### config.mk
export PLATFORM = sky130hd
export DESIGN_NAME = keccak_io_buffer
export DESIGN_NICKNAME = d
export VERILOG_FILES = /design/src/rtl/keccak_io_buffer.sv
export SDC_FILE = /design/constraint.sdc
export NUM_CORES = 2
export LEC_CHECK = 0
export ABC_AREA = 1
export CAP_MARGIN = 10
export CORE_AREA = 3 3 668 670
export DETAILED_ROUTE_END_ITERATION = 16
export DIE_AREA = 0 0 671 673
export HOLD_SLACK_MARGIN = 0.15
export SKIP_CTS_REPAIR_TIMING = 1
export SLEW_MARGIN = 20
export SYNTH_ARGS = -nofsm -noshare
export SYNTH_HDL_FRONTEND = slang
export SYNTH_SLANG_ARGS = --single-unit
### constraint.sdc
create_clock -name clk -period 2.9 [get_ports clk]
set_clock_uncertainty 0.1 [all_clocks]
set_input_delay 0.29 -clock clk [delete_from_list [all_inputs] [get_ports clk]]
set_output_delay 0.29 -clock clk [all_outputs]
set_load 0.01 [all_outputs]
### src/rtl/keccak_io_buffer.sv
// keccak_io_buffer: core-side endpoint of the 64-bit keccak streaming protocol.
// It collects one rate block of words from the accelerator FSM, hands the whole
// block to the permutation core, captures the core's rate output and, once
// last_block is requested, streams the digest words back out.
//
// Optional build macro: KECCAK_IO_PAD_EN
//   When defined, a last_block seen in FILL pads the partial block in hardware
//   (0x06 after the last word, 0x80.. in the top byte of the last lane) and
//   the padded block goes straight to squeeze after its permutation.
//
// Ports:
//   clk, rst_n    clock, asynchronous active-low reset
//   start         pulse, begins a new message (core_init pulses)
//   din/din_valid input word stream
//   last_block    level, requests squeeze
//   buffer_full   block complete or being permuted
//   ready         block accepts a word, last_block or start
//   dout/dout_valid digest word stream
//   core_init     pulse, core clears its state
//   perm_start    pulse, core absorbs blk_o and permutes
//   blk_o         assembled block, word k at [64k+63:64k]
//   perm_done     pulse, permutation finished
//   rate_i        core rate lanes 0..OUT_WORDS-1, valid with perm_done
module keccak_io_buffer #(
   parameter int unsigned RATE_WORDS = 21,
   parameter int unsigned OUT_WORDS  = 4,
   parameter int unsigned LANE_W     = 64
) (
   input  logic                         clk,
   input  logic                         rst_n,
   input  logic                         start,
   input  logic [LANE_W-1:0]            din,
   input  logic                         din_valid,
   output logic                         buffer_full,
   input  logic                         last_block,
   output logic                         ready,
   output logic [LANE_W-1:0]            dout,
   output logic                         dout_valid,
   output logic                         core_init,
   output logic                         perm_start,
   output logic [RATE_WORDS*LANE_W-1:0] blk_o,
   input  logic                         perm_done,
   input  logic [OUT_WORDS*LANE_W-1:0]  rate_i
);

   localparam int unsigned CNT_W = $clog2(RATE_WORDS + 1);
   localparam int unsigned BLK_W = RATE_WORDS * LANE_W;
   localparam int unsigned OUT_W = OUT_WORDS * LANE_W;
   localparam logic [CNT_W-1:0] LAST_IDX = CNT_W'(RATE_WORDS - 1);
   localparam logic [CNT_W-1:0] OUT_CNT  = CNT_W'(OUT_WORDS);

   typedef enum logic [2:0] {
      IDLE      = 3'd0,
      FILL      = 3'd1,
      PERM      = 3'd2,
      WAIT_LAST = 3'd3,
      SQUEEZE   = 3'd4
   } state_e;

   state_e             state_q, state_d;
   logic [CNT_W-1:0]   cnt_q, cnt_d;
   logic [BLK_W-1:0]   blk_q, blk_d;
   logic [OUT_W-1:0]   sq_q, sq_d;
   logic [LANE_W-1:0]  dout_q, dout_d;
   logic               dout_valid_q, dout_valid_d;
   logic               buffer_full_q, buffer_full_d;
   logic               ready_q, ready_d;
   logic               perm_start_q, perm_start_d;
   logic               core_init_q, core_init_d;
`ifdef KECCAK_IO_PAD_EN
   logic               pad_q, pad_d;
   logic [CNT_W-1:0]   fill_n;
`endif

   // State and output registers
   always_ff @(posedge clk or negedge rst_n) begin
      if (!rst_n) begin
         state_q       <= IDLE;
         cnt_q         <= '0;
         blk_q         <= '0;
         sq_q          <= '0;
         dout_q        <= '0;
         dout_valid_q  <= 1'b0;
         buffer_full_q <= 1'b0;
         ready_q       <= 1'b1;
         perm_start_q  <= 1'b0;
         core_init_q   <= 1'b0;
`ifdef KECCAK_IO_PAD_EN
         pad_q         <= 1'b0;
`endif
      end else begin
         state_q       <= state_d;
         cnt_q         <= cnt_d;
         blk_q         <= blk_d;
         sq_q          <= sq_d;
         dout_q        <= dout_d;
         dout_valid_q  <= dout_valid_d;
         buffer_full_q <= buffer_full_d;
         ready_q       <= ready_d;
         perm_start_q  <= perm_start_d;
         core_init_q   <= core_init_d;
`ifdef KECCAK_IO_PAD_EN
         pad_q         <= pad_d;
`endif
      end
   end

   // Next-state and next-output logic
   always_comb begin
      state_d       = state_q;
      cnt_d         = cnt_q;
      blk_d         = blk_q;
      sq_d          = sq_q;
      dout_d        = dout_q;
      dout_valid_d  = 1'b0;
      buffer_full_d = buffer_full_q;
      ready_d       = ready_q;
      perm_start_d  = 1'b0;
      core_init_d   = 1'b0;
`ifdef KECCAK_IO_PAD_EN
      pad_d         = pad_q;
      fill_n        = '0;
`endif

      // start restarts the message from any state that is not busy
      if (start && (state_q == IDLE || state_q == FILL || state_q == WAIT_LAST)) begin
         state_d       = FILL;
         cnt_d         = '0;
         blk_d         = '0;
         core_init_d   = 1'b1;
         ready_d       = 1'b1;
         buffer_full_d = 1'b0;
      end else begin
         case (state_q)
            IDLE: begin
               ready_d = 1'b1;
            end

            FILL: begin
`ifdef KECCAK_IO_PAD_EN
               if (last_block) begin
                  fill_n = cnt_q;
                  if (din_valid) begin
                     blk_d[LANE_W*int'(cnt_q) +: LANE_W] = din;
                     fill_n = CNT_W'(cnt_q + 1'b1);
                  end
                  cnt_d         = '0;
                  state_d       = PERM;
                  buffer_full_d = 1'b1;
                  ready_d       = 1'b0;
                  perm_start_d  = 1'b1;
                  // A full block cannot be padded; last_block stays pending for WAIT_LAST
                  if (fill_n != CNT_W'(RATE_WORDS)) begin
                     blk_d[LANE_W*int'(fill_n) +: LANE_W] =
                        blk_d[LANE_W*int'(fill_n) +: LANE_W] ^ LANE_W'(64'h06);
                     blk_d[LANE_W*(RATE_WORDS-1) +: LANE_W] =
                        blk_d[LANE_W*(RATE_WORDS-1) +: LANE_W] ^ LANE_W'(64'h8000_0000_0000_0000);
                     pad_d = 1'b1;
                  end
               end else
`endif
               if (din_valid) begin
                  blk_d[LANE_W*int'(cnt_q) +: LANE_W] = din;
                  if (cnt_q == LAST_IDX) begin
                     cnt_d         = '0;
                     state_d       = PERM;
                     buffer_full_d = 1'b1;
                     ready_d       = 1'b0;
                     perm_start_d  = 1'b1;
                  end else begin
                     cnt_d = CNT_W'(cnt_q + 1'b1);
                  end
               end
            end

            PERM: begin
               if (perm_done) begin
                  sq_d          = rate_i;
                  blk_d         = '0;
                  buffer_full_d = 1'b0;
`ifdef KECCAK_IO_PAD_EN
                  if (pad_q) begin
                     pad_d        = 1'b0;
                     state_d      = SQUEEZE;
                     ready_d      = 1'b0;
                     dout_d       = rate_i[0 +: LANE_W];
                     dout_valid_d = 1'b1;
                     cnt_d        = CNT_W'(1);
                  end else
`endif
                  begin
                     state_d = WAIT_LAST;
                     ready_d = 1'b1;
                  end
               end
            end

            WAIT_LAST: begin
               // Word 0 leaves on the transition so the digest has no leading bubble
               if (last_block) begin
                  state_d      = SQUEEZE;
                  ready_d      = 1'b0;
                  dout_d       = sq_q[0 +: LANE_W];
                  dout_valid_d = 1'b1;
                  cnt_d        = CNT_W'(1);
               end else if (din_valid) begin
                  blk_d[0 +: LANE_W] = din;
                  cnt_d              = CNT_W'(1);
                  state_d            = FILL;
               end
            end

            SQUEEZE: begin
               if (cnt_q == OUT_CNT) begin
                  state_d = IDLE;
                  ready_d = 1'b1;
                  cnt_d   = '0;
               end else begin
                  dout_d       = sq_q[LANE_W*int'(cnt_q) +: LANE_W];
                  dout_valid_d = 1'b1;
                  cnt_d        = CNT_W'(cnt_q + 1'b1);
               end
            end

            default: begin
               state_d = IDLE;
            end
         endcase
      end
   end

   assign buffer_full = buffer_full_q;
   assign ready       = ready_q;
   assign dout        = dout_q;
   assign dout_valid  = dout_valid_q;
   assign core_init   = core_init_q;
   assign perm_start  = perm_start_q;
   assign blk_o       = blk_q;

endmodule

==> flow_summary.toml <==
[setup_path]
cp.required_ps = 3640
timing.rr.end = "blk_o[1102]$_DFFE_PN0P_"
arrival_ps = 3640
critPathLaunch = "cnt_q[0]$_DFFE_PN0P_"
critPathKind = "reg2reg"
timing.critical_path.to_type = "flop"
critPathSlowestCell = "sky130_fd_sc_hd__nor3_1"
cp_slowest_stage_delay_ps = 460
path_max_fanout = 14
rrSetupSlack_ps = 3
ff2ff_path_depth = 15
reg2reg_from = "cnt_q[0]$_DFFE_PN0P_"
critical_path.startpoint_type = "flop"
cell_by_cell_listing_of_the_critical_path = "clkinv_4, ha_4, inv_4, nor2_4, buf_6, nand2_8, inv_8, buf_4, buf_4, nor2_4, buf_12, nand3_1, nor3_1, nand2_1, nand2_1"

[sta]
rsz0062_at_grt = "yes"
headroom_to_the_max_slew_limit_pct = 25.5
max_slew_violation_count = 0
period_needed_ps = 2900
transition_time_of_the_tightest_slew_check_pin_ps = 1110
setup_violations = 0
timing.final.hold_violations = 0
period_share_pct = 99.9
max_freq_mhz = 345

[global_routing]
globalRoute.totalOverflow = 0
global_route_wire_length_before_repair_um = 675000
global_route.peak_usage_layer = "met2"
grt_max_degree = 182
grtUsageMet2_pct = 35.3
antenna_found_initial = 133
vias_in_the_first_global_route = 68700
groute.layer.met3.usage_pct = 8.64
gr_usage_total_pct = 22.2
met1_usage_pct = 25.9

[clock_tree]
clk_latency_ps = 930
cts-buffers-inserted = 208
clock_tree_from_tritoncts = "done"
cts_root_buffer = "sky130_fd_sc_hd__clkbuf_16"
clock_pin_slew_on_the_worst_setup_and_hold_paths_ps = 60
cts_sinks = 1677
cts_max_level = 4
cts.path.max_buffers = 4

[place]
io_buffer_count = 1738
place.detailed.hpwl_um = 414000
dp_cells = 16200
gp_congestion = 0.946

[logic_synthesis]
postSynthAreaPerCell_um2 = 8.56
count_of_flip_flops_with_a_built_in_enable_after_synthesis = 0
simple_logic_cell_fraction_of_the_synthesized_area_pct = 27.7
synthTopCellsByArea = "sky130_fd_sc_hd__dfrtp_1 58%, sky130_fd_sc_hd__nand2_1 17%, sky130_fd_sc_hd__nor2_1 3.7%, sky130_fd_sc_hd__nand3_1 3.6%, sky130_fd_sc_hd__mux2_2 3.0%"
synth_flop_cell = "sky130_fd_sc_hd__dfrtp_1"
ys_seq_elements = 1677
post_synth_mux_area_share_pct = 2.98
synth_compound_area_share_pct = 6.07
syn-instance-count = 8478
synth_fp_nets = 8807
main_combinational_cell_family_by_area_after_synthesis = "simple AND/OR/NAND/NOR gates"
yosys.area_share.adder_pct = 0.0517
synthDominantAreaCellType = "sky130_fd_sc_hd__dfrtp_1"
yosysTopAreaCellShare_pct = 57.8
asyncSetResetFlopFracSynth_pct = 100
ys.warnings.count = 0
synth-seq-area-share_pct = 57.8
synth_area_um2 = 72600
ys_types = 36
xor_and_xnor_fraction_of_the_mapped_netlist_area_pct = 0

[finish]
nNetsFinal = 11200
instances_no_fill = 17000
layout-drive-gt1-share_pct = 15.1
commonest_cells_after_routing_fill_and_taps_aside = "3277 x sky130_fd_sc_hd__nand2_1, 1731 x sky130_fd_sc_hd__clkdlybuf4s50_1, 1674 x sky130_fd_sc_hd__dfrtp_1"
layout.cells.most_common = "sky130_fd_sc_hd__nand2_1"
area.growth.synth_to_final_pct = 60.0
final_core_util_pct = 26.3

[drt]
number_of_violations_reported_at_the_end_of_detailed_routing_iteration_0 = 7011
routedWlPerCell_um = 31.2
route.detailed.drc = 0
final_antenna_net_count = 0
drt_wl_total_um = 533000
vias = 73100
routed_via_density = 4.29
drt_pre_antenna_iters = 9

[floorplan]
initial_core_utilization_pct = 16.4
core-area_um2 = 441000
io_pins = 1739
die-height_um = 673
rows = 244
die_w_um = 671
fp.dieArea_um2 = 452000

[power]
ir_drop_mv = 0.941
static_leak_uw = 0.0525
power_per_cell_area_nw_per_um2 = 867

[run_status]
run_status = "finished clean"

[flow_run]
drv_cap = 0

[worst_hold_path]
hold_class = "in2async"
## per-stage QoR
step | power [µW] | hold WS, ps | TNS [ps] | instance area, µm² | setup slack, ps
2_1_floorplan | 44200 | -106 | 0 | 72600 | 28.2
6_report | 101000 | 158 | 0 | 116000 | 2.97
5_1_grt | 104000 | 165 | -587 | 116000 | -68.6
3_3_place_gp | 69300 | 92.5 | -43370 | 103000 | -613
4_1_cts | 98100 | -895 | -49070 | 111000 | -626
3_5_place_dp | 69400 | 92.0 | -29880 | 103000 | -571
## worst max path at each step
stage / slack, ps / end / cells past startpoint
floorplan: 30 / blk_o[46]$_DFFE_PN0P_ / 18
global placement: -610 / blk_o[945]$_DFFE_PN0P_ / 16
detailed placement: -570 / blk_o[835]$_DFFE_PN0P_ / 14
CTS: -630 / blk_o[835]$_DFFE_PN0P_ / 14
global route: -70 / blk_o[857]$_DFFE_PN0P_ / 14
finish: 3 / blk_o[1102]$_DFFE_PN0P_ / 15
## layout make-up
cell class	count	area (µm²)
Antenna cell	59	148
Clock buffer	290	6030
Clock inverter	99	1330
Fill cell	46900	325000
Inverter	362	1440
Multi-Input combinational cell	5863	27800
Sequential cell	1677	42000
Tap cell	5904	7390
Timing Repair Buffer	2791	30000
## synthesized netlist by cell type (8+ instances only)
| cell type | count |
|---|---|
| sky130_fd_sc_hd__nor2_2 | 15 |
| sky130_fd_sc_hd__nand2_2 | 16 |
| sky130_fd_sc_hd__nor3_1 | 108 |
| sky130_fd_sc_hd__inv_2 | 21 |
| sky130_fd_sc_hd__mux2_2 | 192 |
| sky130_fd_sc_hd__dfrtp_1 | 1676 |
| sky130_fd_sc_hd__o21ai_0 | 224 |
| sky130_fd_sc_hd__nand4_1 | 8 |
| sky130_fd_sc_hd__nor2_1 | 719 |
| sky130_fd_sc_hd__buf_4 | 16 |
| sky130_fd_sc_hd__inv_1 | 338 |
| sky130_fd_sc_hd__a21oi_1 | 170 |
| sky130_fd_sc_hd__o31ai_1 | 76 |
| sky130_fd_sc_hd__o21ai_1 | 244 |
| sky130_fd_sc_hd__a31oi_1 | 64 |
| sky130_fd_sc_hd__buf_2 | 221 |
| sky130_fd_sc_hd__buf_1 | 43 |
| sky130_fd_sc_hd__clkbuf_1 | 289 |
| sky130_fd_sc_hd__o22ai_1 | 28 |
| sky130_fd_sc_hd__nand2_1 | 3310 |
| sky130_fd_sc_hd__nor3_2 | 138 |
| sky130_fd_sc_hd__nand3_1 | 523 |
## report_power, final
group | internal [µW] | switching [µW]
Clock | 16500 | 11800
Combinational | 14000 | 30500
Sequential | 26100 | 1600
## state kept, by name (all words and copies together), names as in the netlist
| name | count |
|---|---|
| blk_o | 1344 |
| sq_q | 256 |
| dout | 64 |
| cnt_q | 5 |
| state_q | 3 |
| buffer_full | 1 |
| core_init | 1 |
| dout_valid | 1 |
| perm_start | 1 |
| ready | 1 |
## cell families (layout without fill, tap and decap cells)
group,after synthesis,after routing
simple gates,4855,4855
flops,1677,1677
buf+inv,938,3542
compound gates,813,813
mux,192,192
fa+ha+maj,3,3
other cells,0,59
## routing by layer
layer	wire length, µm	vias to the layer above
li1	-	32000
met1	202000	36400
met2	241000	3722
met3	55800	916
met4	33300	36
met5	234	-
## critical path: cells and delay by family, from the launching register on
kind	cells	cell delay [ps]
simple gates	7	1210
buf+inv	7	850
flops	1	430
fa+ha+maj	1	160
No activity file was read; power rests on OpenSTA's default activity.
